## src/rtl/uart_calc_parser.sv

```systemverilog
// rtl/uart_calc_parser.sv - parses "A<op>B=" from the UART receiver and streams the ASCII result plus CR LF
module uart_calc_parser #(
  parameter int DATA_W     = 16,
  parameter int MAX_DIGITS = 5
) (
  input  logic       clk,
  input  logic       rst,
  input  logic [7:0] rx_data,
  input  logic       rx_valid,
  output logic [7:0] tx_data,
  output logic       tx_valid,
  input  logic       tx_ready,
  output logic       busy,
  output logic       overrun
);

  localparam int AW = DATA_W + 4;
  localparam int CW = $clog2(MAX_DIGITS + 1);
  localparam int PW = $clog2(MAX_DIGITS + 1);
  localparam int IW = $clog2(MAX_DIGITS + 3);
  localparam int LW = IW + 1;
  localparam logic [AW-1:0] MAX_VAL = {4'b0000, {DATA_W{1'b1}}};

  localparam logic [7:0] CH_E     = 8'h45;
  localparam logic [7:0] CH_CR    = 8'h0D;
  localparam logic [7:0] CH_LF    = 8'h0A;
  localparam logic [7:0] CH_MINUS = 8'h2D;
  localparam logic [7:0] CH_ZERO  = 8'h30;

  typedef enum logic [2:0] {S_ACC_A, S_ACC_B, S_ERR, S_CALC, S_CONV, S_SEND} state_t;
  typedef enum logic [1:0] {OP_ADD, OP_SUB, OP_MUL} op_t;

  state_t              state;
  op_t                 op;
  logic [DATA_W-1:0]   a_reg, b_reg, rem;
  logic [CW-1:0]       cnt_a, cnt_b;
  logic [PW-1:0]       pidx;
  logic [3:0]          dig;
  logic                started;
  logic [LW-1:0]       len, idx;
  logic [7:0]          out_buf [2**IW];

  function automatic logic [DATA_W-1:0] pow10(input logic [PW-1:0] k);
    logic [DATA_W-1:0] p;
    p = 1;
    for (int i = 0; i < MAX_DIGITS; i++) begin
      if (i < int'(k)) p = p * DATA_W'(10);
    end
    return p;
  endfunction

  logic                is_digit, is_op, is_eq, is_space, acc_bad, err_emit;
  logic [DATA_W-1:0]   cur;
  logic [CW-1:0]       cur_cnt;
  logic [AW-1:0]       acc_next;
  logic [DATA_W:0]     sum_w;
  logic [2*DATA_W-1:0] prod_w;
  logic [DATA_W-1:0]   p_cur, calc_res;
  logic                calc_err, calc_neg;
  logic [IW-1:0]       li;
  logic [7:0]          dig_ch;

  assign is_digit = (rx_data >= 8'h30) && (rx_data <= 8'h39);
  assign is_op    = (rx_data == 8'h2B) || (rx_data == 8'h2D) || (rx_data == 8'h2A);
  assign is_eq    = (rx_data == 8'h3D);
  assign is_space = (rx_data == 8'h20);
  assign cur      = (state == S_ACC_B) ? b_reg : a_reg;
  assign cur_cnt  = (state == S_ACC_B) ? cnt_b : cnt_a;
  // Accumulate with 4 spare bits so an out-of-range operand is caught, never wrapped
  assign acc_next = {4'b0000, cur} * AW'(10) + {{(AW-4){1'b0}}, rx_data[3:0]};
  assign acc_bad  = (acc_next > MAX_VAL) || (cur_cnt == CW'(MAX_DIGITS));
  // An '=' that is itself an error terminates the expression, so "E" goes out immediately
  assign err_emit = rx_valid && is_eq &&
                    ((state == S_ERR) || (state == S_ACC_A) ||
                     ((state == S_ACC_B) && (cnt_b == '0)));
  assign sum_w    = {1'b0, a_reg} + {1'b0, b_reg};
  assign prod_w   = {{DATA_W{1'b0}}, a_reg} * {{DATA_W{1'b0}}, b_reg};
  assign p_cur    = pow10(pidx);
  assign li       = len[IW-1:0];
  assign dig_ch   = CH_ZERO + {4'b0000, dig};

  always_comb begin
    calc_err = 1'b0;
    calc_neg = 1'b0;
    calc_res = '0;
    case (op)
      OP_ADD: begin
        calc_err = sum_w[DATA_W];
        calc_res = sum_w[DATA_W-1:0];
      end
      OP_SUB: begin
        if (a_reg >= b_reg) begin
          calc_res = a_reg - b_reg;
        end else begin
          calc_neg = 1'b1;
          calc_res = b_reg - a_reg;
        end
      end
      OP_MUL: begin
        calc_err = |prod_w[2*DATA_W-1:DATA_W];
        calc_res = prod_w[DATA_W-1:0];
      end
      default: calc_err = 1'b1;
    endcase
  end

  always_ff @(posedge clk) begin
    if (rst) begin
      state    <= S_ACC_A;
      op       <= OP_ADD;
      a_reg    <= '0;
      b_reg    <= '0;
      cnt_a    <= '0;
      cnt_b    <= '0;
      rem      <= '0;
      pidx     <= '0;
      dig      <= '0;
      started  <= 1'b0;
      len      <= '0;
      idx      <= '0;
      tx_valid <= 1'b0;
      tx_data  <= 8'h00;
      busy     <= 1'b0;
      overrun  <= 1'b0;
    end else begin
      overrun <= rx_valid & busy;
      case (state)
        S_ACC_A, S_ACC_B, S_ERR: begin
          if (err_emit) begin
            out_buf[0] <= CH_E;
            out_buf[1] <= CH_CR;
            out_buf[2] <= CH_LF;
            len        <= LW'(3);
            idx        <= '0;
            busy       <= 1'b1;
            state      <= S_SEND;
          end else if (rx_valid && state == S_ACC_A) begin
            if (is_digit) begin
              if (acc_bad) state <= S_ERR;
              else begin
                a_reg <= acc_next[DATA_W-1:0];
                cnt_a <= cnt_a + CW'(1);
              end
            end else if (is_op) begin
              if (cnt_a != '0) begin
                op    <= (rx_data == 8'h2B) ? OP_ADD : (rx_data == 8'h2D) ? OP_SUB : OP_MUL;
                state <= S_ACC_B;
              end else state <= S_ERR;
            end else if (!is_space) state <= S_ERR;
          end else if (rx_valid && state == S_ACC_B) begin
            if (is_digit) begin
              if (acc_bad) state <= S_ERR;
              else begin
                b_reg <= acc_next[DATA_W-1:0];
                cnt_b <= cnt_b + CW'(1);
              end
            end else if (is_eq) begin
              busy  <= 1'b1;
              state <= S_CALC;
            end else if (!is_space) state <= S_ERR;
          end
        end
        S_CALC: begin
          idx <= '0;
          if (calc_err) begin
            out_buf[0] <= CH_E;
            out_buf[1] <= CH_CR;
            out_buf[2] <= CH_LF;
            len        <= LW'(3);
            state      <= S_SEND;
          end else begin
            rem        <= calc_res;
            out_buf[0] <= CH_MINUS;
            len        <= calc_neg ? LW'(1) : LW'(0);
            pidx       <= PW'(MAX_DIGITS - 1);
            dig        <= '0;
            started    <= 1'b0;
            state      <= S_CONV;
          end
        end
        S_CONV: begin
          if (rem >= p_cur) begin
            rem <= rem - p_cur;
            dig <= dig + 4'd1;
          end else begin
            dig <= '0;
            if (pidx == '0) begin
              // Units digit is always emitted so a zero result still prints "0"
              out_buf[li]          <= dig_ch;
              out_buf[li + IW'(1)] <= CH_CR;
              out_buf[li + IW'(2)] <= CH_LF;
              len                  <= len + LW'(3);
              state                <= S_SEND;
            end else begin
              if ((dig != '0) || started) begin
                out_buf[li] <= dig_ch;
                len         <= len + LW'(1);
                started     <= 1'b1;
              end
              pidx <= pidx - PW'(1);
            end
          end
        end
        S_SEND: begin
          if (!tx_valid) begin
            tx_data  <= out_buf[idx[IW-1:0]];
            tx_valid <= 1'b1;
          end else if (tx_ready) begin
            tx_valid <= 1'b0;
            if (idx == len - LW'(1)) begin
              a_reg <= '0;
              b_reg <= '0;
              cnt_a <= '0;
              cnt_b <= '0;
              busy  <= 1'b0;
              state <= S_ACC_A;
            end else begin
              idx <= idx + LW'(1);
            end
          end
        end
        default: state <= S_ACC_A;
      endcase
    end
  end

endmodule
```

## config.mk

```make
export PLATFORM = sky130hd
export DESIGN_NAME = uart_calc_parser
export DESIGN_NICKNAME = d
export VERILOG_FILES = /design/src/rtl/uart_calc_parser.sv
export SDC_FILE = /design/constraint.sdc
export NUM_CORES = 1
export LEC_CHECK = 0
export ABC_AREA = 1
export BUFFER_PORTS_ARGS = -buffer_cell sky130_fd_sc_hd__buf_2
export CORE_MARGIN = 10
export CORE_UTILIZATION = 60
export CTS_CLUSTER_DIAMETER = 30
export CTS_CLUSTER_SIZE = 12
export DETAILED_ROUTE_END_ITERATION = 6
export GPL_ROUTABILITY_DRIVEN = 0
export PLACE_DENSITY = 0.83
export SETUP_SLACK_MARGIN = 0.1
export SLEW_MARGIN = 15
export SYNTH_ARGS = -nofsm -noshare
export SYNTH_HDL_FRONTEND = slang
export SYNTH_SLANG_ARGS = --single-unit
```

## constraint.sdc

```tcl
create_clock -name clk -period 8.6 [get_ports clk]
set_clock_uncertainty 0.15 [all_clocks]
set_input_delay 1.29 -clock clk [delete_from_list [all_inputs] [get_ports clk]]
set_output_delay 1.29 -clock clk [all_outputs]
set_load 0.02 [all_outputs]
```

---- Word level (Yosys, flattened, before mapping) ----
Memories as Yosys holds them, arrays and structs flattened. A register that Yosys moved wholly into a read port is not among the register bits.
Cells that the tools add are included.
word-level totals
  logic and storage cells ................. 263
  input bits .............................. 12
  bits in latches ......................... 0
  memory bits (read-only) ................. 0
  bits in registers ....................... 86
  memories kept ........................... 1
  output and inout port bits .............. 11
  RAM bits ................................ 56
operators by class
  equal/unequal tests ..................... 37
  multipliers ............................. 6
  add/sub/neg operators ................... 16
  shift-type cells ........................ 0
  order comparisons ....................... 10
  muxes and demuxes ....................... 129
  bitwise operators ....................... 9
  reductions and logical operators ........ 39
  divide/modulo/power cells ............... 0
memory list
  memory   words  width  rd ports  clocked after Yosys merged registers in  wr ports  line  text
  out_buf  8      7      1         1                                        3         41    logic [7:0] out_buf [2**IW];
operator list
  cell                                                                    count
  16-bit two-way mux                                                      18
  16-bit case mux with 2 select lines                                     3
  3-bit two-way mux                                                       30
  16-bit by 3-bit multiplier with 15-bit output, second input constant    4
  7-bit two-way mux                                                       8
  16-bit case mux with 3 select lines                                     1
  16-bit subtractor                                                       3
  1-bit two-way mux                                                       44
  4-bit two-way mux                                                       11
  8-bit by 6-bit == test with 1-bit output, second input constant         5
  2-bit inequality test, second input constant                            17
  16-bit >= comparator                                                    2
  16-bit by 16-bit multiplier with 32-bit output                          1
  4-bit case mux with 3 select lines                                      2
  7-bit OR reduction                                                      3
  20-bit by 4-bit adder with 20-bit output                                1
  20-bit by 16-bit > comparator with 1-bit output, second input constant  1
  16-bit by 3-bit multiplier with 19-bit output, second input constant    1
  3-bit case mux with 2 select lines                                      3
  16-bit by 16-bit adder with 17-bit output                               1
  8-bit AND reduction                                                     2
  16-bit OR reduction                                                     1
  3-bit inequality test, second input constant                            5
  4-bit by 1-bit adder with 4-bit output, second input constant           3
  40 further kinds                                                        76

---- Logic depth before layout (Yosys ltp) ----
  depth after elaboration ................. 18
  mapped depth ............................ 50
  depth with buffers taken out ............ 50

---- Least setup slack after synthesis ----
No wires, ideal clock.
  path kind ............................... reg-to-reg
  start point ............................. register pidx[2]
  end point ............................... memory out_buf[4][4] (netlist name)
  stages on the path, launching flop included .. 48
  arrival time ............................ 6.327 ns
  required time ........................... 8.335 ns
  slack ................................... 2.008 ns
  buffers on the path ..................... 2
  period minus slack after synthesis ...... 6.592 ns
  setup time .............................. 0.115 ns
  cells stage by stage .................... dfxtp_1 clkbuf_1 clkbuf_1 nor2_1 inv_1 ha_1 inv_1 nand2_1 o21ai_0 inv_1 ha_1 ha_1 inv_1 fa_1 inv_1 nor2_1 o21ai_0 nand2_1 [... 12 more ...] nand2_1 a21oi_1 xor2_1 nand2_1 o21ai_0 ha_1 nand2_1 o21ai_0 a21oi_1 nand3_1 nor2_1 nand2_1 nor2_1 inv_1 nor2_1 a21oi_1 o21ai_0 inv_1
RTL lines
  element                   line  text
  start: declaration        37    logic [PW-1:0] pidx;
  start signal: assignment  175   pidx <= PW'(MAX_DIGITS - 1);
  start signal: assignment  200   pidx <= pidx - PW'(1);
  end: declaration          41

---- Final worst setup path ----
  start point ............................. register b_reg[11]
  end point ............................... register rem[14]
between the ends
  longest elaborated chain between the ends .. 5
  elaborated cells between the ends (all ways) .. 13
  those cells by class .................... add/sub (3); mul (1); order compare (1); eq/ne (1); mux (5); reduce/logical (2)
RTL lines
  element                                                                                             line     text
  start: declaration                                                                                  35       logic [DATA_W-1:0] a_reg, b_reg, rem;
  start signal: assignment                                                                            154      b_reg <= acc_next[DATA_W-1:0];
  16-bit by 16-bit multiplier with 32-bit output, or another cell as far along                        77       assign prod_w = {{DATA_W{1'b0}}, a_reg} * {{DATA_W{1'b0}}, b_reg};
  16-bit OR reduction / 16-bit two-way mux (equally long branches)                                    100, 92
  1-bit case mux with 3 select lines / 16-bit case mux with 3 select lines (equally long branches)    86       case (op)
  2-bit inequality test (no source line) / 16-bit two-way mux (equally long branches)                 -
  3-bit AND reduction (no source line) / 16-bit case mux with 2 select lines (equally long branches)  -
  end signal: assignment                                                                              172      rem <= calc_res;
  end signal: assignment                                                                              183      rem <= rem - p_cur;
  end: declaration                                                                                    35
Parallel ways exist; a longest one is shown, timed or not. The select of a mux whose other input is x is not followed.
A chain may end at the register's enable or synchronous reset.

==> results_dict.tcl <==
set metrics [dict create \
    outcome "finished with violations" \
    violations "DRC" \
    drt-total-wl_um 61600 \
    dieArea_mm2 0.04449 \
    area_growth_pct 4.342 \
    synth.avg_cell_area_um2 6.552 \
    track_usage_pct 27.60 \
    placed_cells 3723 \
    final_cell_mix "nand2_1, inv_1, ha_1, a21oi_1, nor2_1" \
    clk_latency_ns 0.42 \
    ys_seq_area_share_pct 11.63 \
    yosysTopAreaCell "fa_1" \
    largest-register "out_buf" \
    cts_tree "yes" \
    syn_nets 3807 \
    path_class "flip-flop to flip-flop" \
    grt_max_degree 43 \
    largest_register_ffs 42 \
    die_x_um 210.9 \
    peakVddDrop_mv 0.1216 \
    fmaxAchievable_mhz 130.9 \
    leakagePower_uw 0.01244 \
    cts_setup_buffers 0 \
    initial_core_util_pct 61.19 \
    slew_violations 0 \
    portBuffers 21 \
    pin_count 23 \
    tns_ns 0 \
    fillCellCount 3157 \
    num_rows 69 \
    yosys-top-cells-area "fa_1, ha_1, nand2_1, inv_1, dfxtp_1" \
    clkSlewWorstSetupHoldPaths_ns 0.06 \
    cts-root-buf "clkbuf_16" \
    hold_viol 0 \
    layout_commonest_cell "nand2_1" \
    hold_buffers 0 \
    required_ns 8.76 \
    grt_pass1_wl_um 102000 \
    synth_edf_count 0 \
    ys.flop_type "dfxtp_1" \
    final.min_clock_period_ns 7.640 \
    post_cts_resized 0 \
    drtAntennaViolNets 0 \
    layout-drive-gt1-share_pct 3.613 \
    cts_buffers 17 \
    dieHeight_um 210.9 \
    synth.distinct_cells 56 \
    finalNonFillerCells 3755 \
    max_slew_margin_pct 24.00 \
    ys_seq_elements 127 \
    drc 4 \
    drt_iter0_drc 2075 \
    antenna_found_initial 0 \
    gr-total-overflow 0 \
    clock_sinks 127 \
    vias_per_cell 5.788 \
    cts_max_level 4 \
    vias 21730 \
    power.density_mw_per_mm2 63.81 \
    arrival_ns 7.80 \
    n_antenna_cell 0 \
    setup_viol 0 \
    yosys_warnings 0 \
    rsz0062_at_grt "no" \
    wl_per_cell_um 16.41 \
    worst_pin_slew_ns 1.136 \
    final_net_count 3750 \
    start_kind "flip-flop" \
    drt_pass1_iterations 7 \
    hold_path.class "flip-flop to flip-flop" \
    synth_cells 3338 \
    hold_slack_ns 0.2959 \
    path_max_fanout 31 \
    synthesis.area_mm2 0.02187 \
    cts_buffer_depth 2 \
    synth_top_cell_area_share_pct 18.67 \
    period_share_pct 88.84 \
    drv_cap 0 \
    grt_pass1_vias 21380 \
    dp_hpwl_um 49660 \
    crit_path_end_kind "flip-flop" \
    synthArstFlopShare_pct 0 \
    core-area_mm2 0.03574 \
]
[routing by layer]
layer	global-route usage [%]	part of all wire, %	routed length, µm	vias to the layer above
met2	45.98	46	28170	1247
met4	10.31	3.4	2118	0
met1	34.40	40	24600	9988
met3	5.994	11	6709	198
li1	-	-	-	10300
met5	0	0	0	-
[stage by stage]
| stage | power (µW) | area (µm²) | setup WS (ns) | util, % |
|---|---|---|---|---|
| final | 1456 | 22820 | 0.9597 | 63.85 |
| after global routing | 1498 | 22820 | 0.2171 | 63.85 |
| after CTS | 1451 | 22810 | 0.6290 | 63.81 |
| after detailed placement | 729.4 | 22210 | 0.7287 | 62.14 |
| after global placement | 726.3 | 22210 | 1.079 | 62.14 |
| after floorplan | 700.4 | 21870 | 2.008 | - |
[cell type report]
type	instances	area, µm²	share of cell area (%)
inverters	711	2669	11.70
multi-input cells	2384	16180	70.92
repair buffers	40	247.7	1.086
clock buffers	19	442.9	1.941
clock inverters	13	153.9	0.6744
well taps	461	576.8	2.528
flip-flops and latches	127	2546	11.16
[logic make-up after synthesis]
kind of cell,synth area share (%)
simple gates,25.02
xor+xnor,1.121
flops,11.63
buf+inv,14.42
compound gates,14.55
other cells,0.01715
mux,0.09154
fa+ha+maj,33.15
[worst paths after layout]
kind / to / slack, ns / depth (start not counted) / startpoint
max: rem[14] / 0.96 / 26 / b_reg[11]
min: overrun / 0.30 / 2 / busy
max reg2reg: rem[14] / 0.96 / 26 / b_reg[11]
min reg2reg: overrun / 0.30 / 2 / busy
[worst max-delay path, cell delays in order (launching register included)]
cell	delay (ns)
dfxtp_1	0.90
nand2_1	0.21
fa_1	0.60
fa_1	0.45
fa_1	0.52
fa_1	0.54
fa_1	0.58
inv_1	0.06
fa_1	0.51
ha_1	0.37
nand2_1	0.13
inv_1	0.05
a21oi_1	0.18
a21boi_0	0.29
nand2_1	0.12
nand2_1	0.09
nand3_1	0.06
nand2_1	0.06
nand2_1	0.05
nor2_1	0.12
nand3_1	0.34
nand2_1	0.25
nand2_2	0.10
nand2_2	0.42
inv_1	0.13
a21oi_1	0.16
a21oi_1	0.08
[Yosys cell counts (16+ instances only)]
master and instances:
dfxtp_1 127, clkbuf_1 97, nand4_1 26, nand3_1 136
inv_1 700, nand2_1 835, nor2_1 226, nor3_1 38
xor2_1 18, a21oi_1 240, fa_1 204, o21ai_0 210
ha_1 253, o211ai_1 16
[report_power, final]
group / switching [µW] / leakage (µW) / internal (µW) / total, µW
clock: 294 / 0.000279 / 440 / 734
sequential: 9.38 / 0.00103 / 593 / 602
combinational: 81.2 / 0.0111 / 38.2 / 119
total: 385 / 0.0124 / 1070 / 1460
Power figures use the tool's default switching activity.
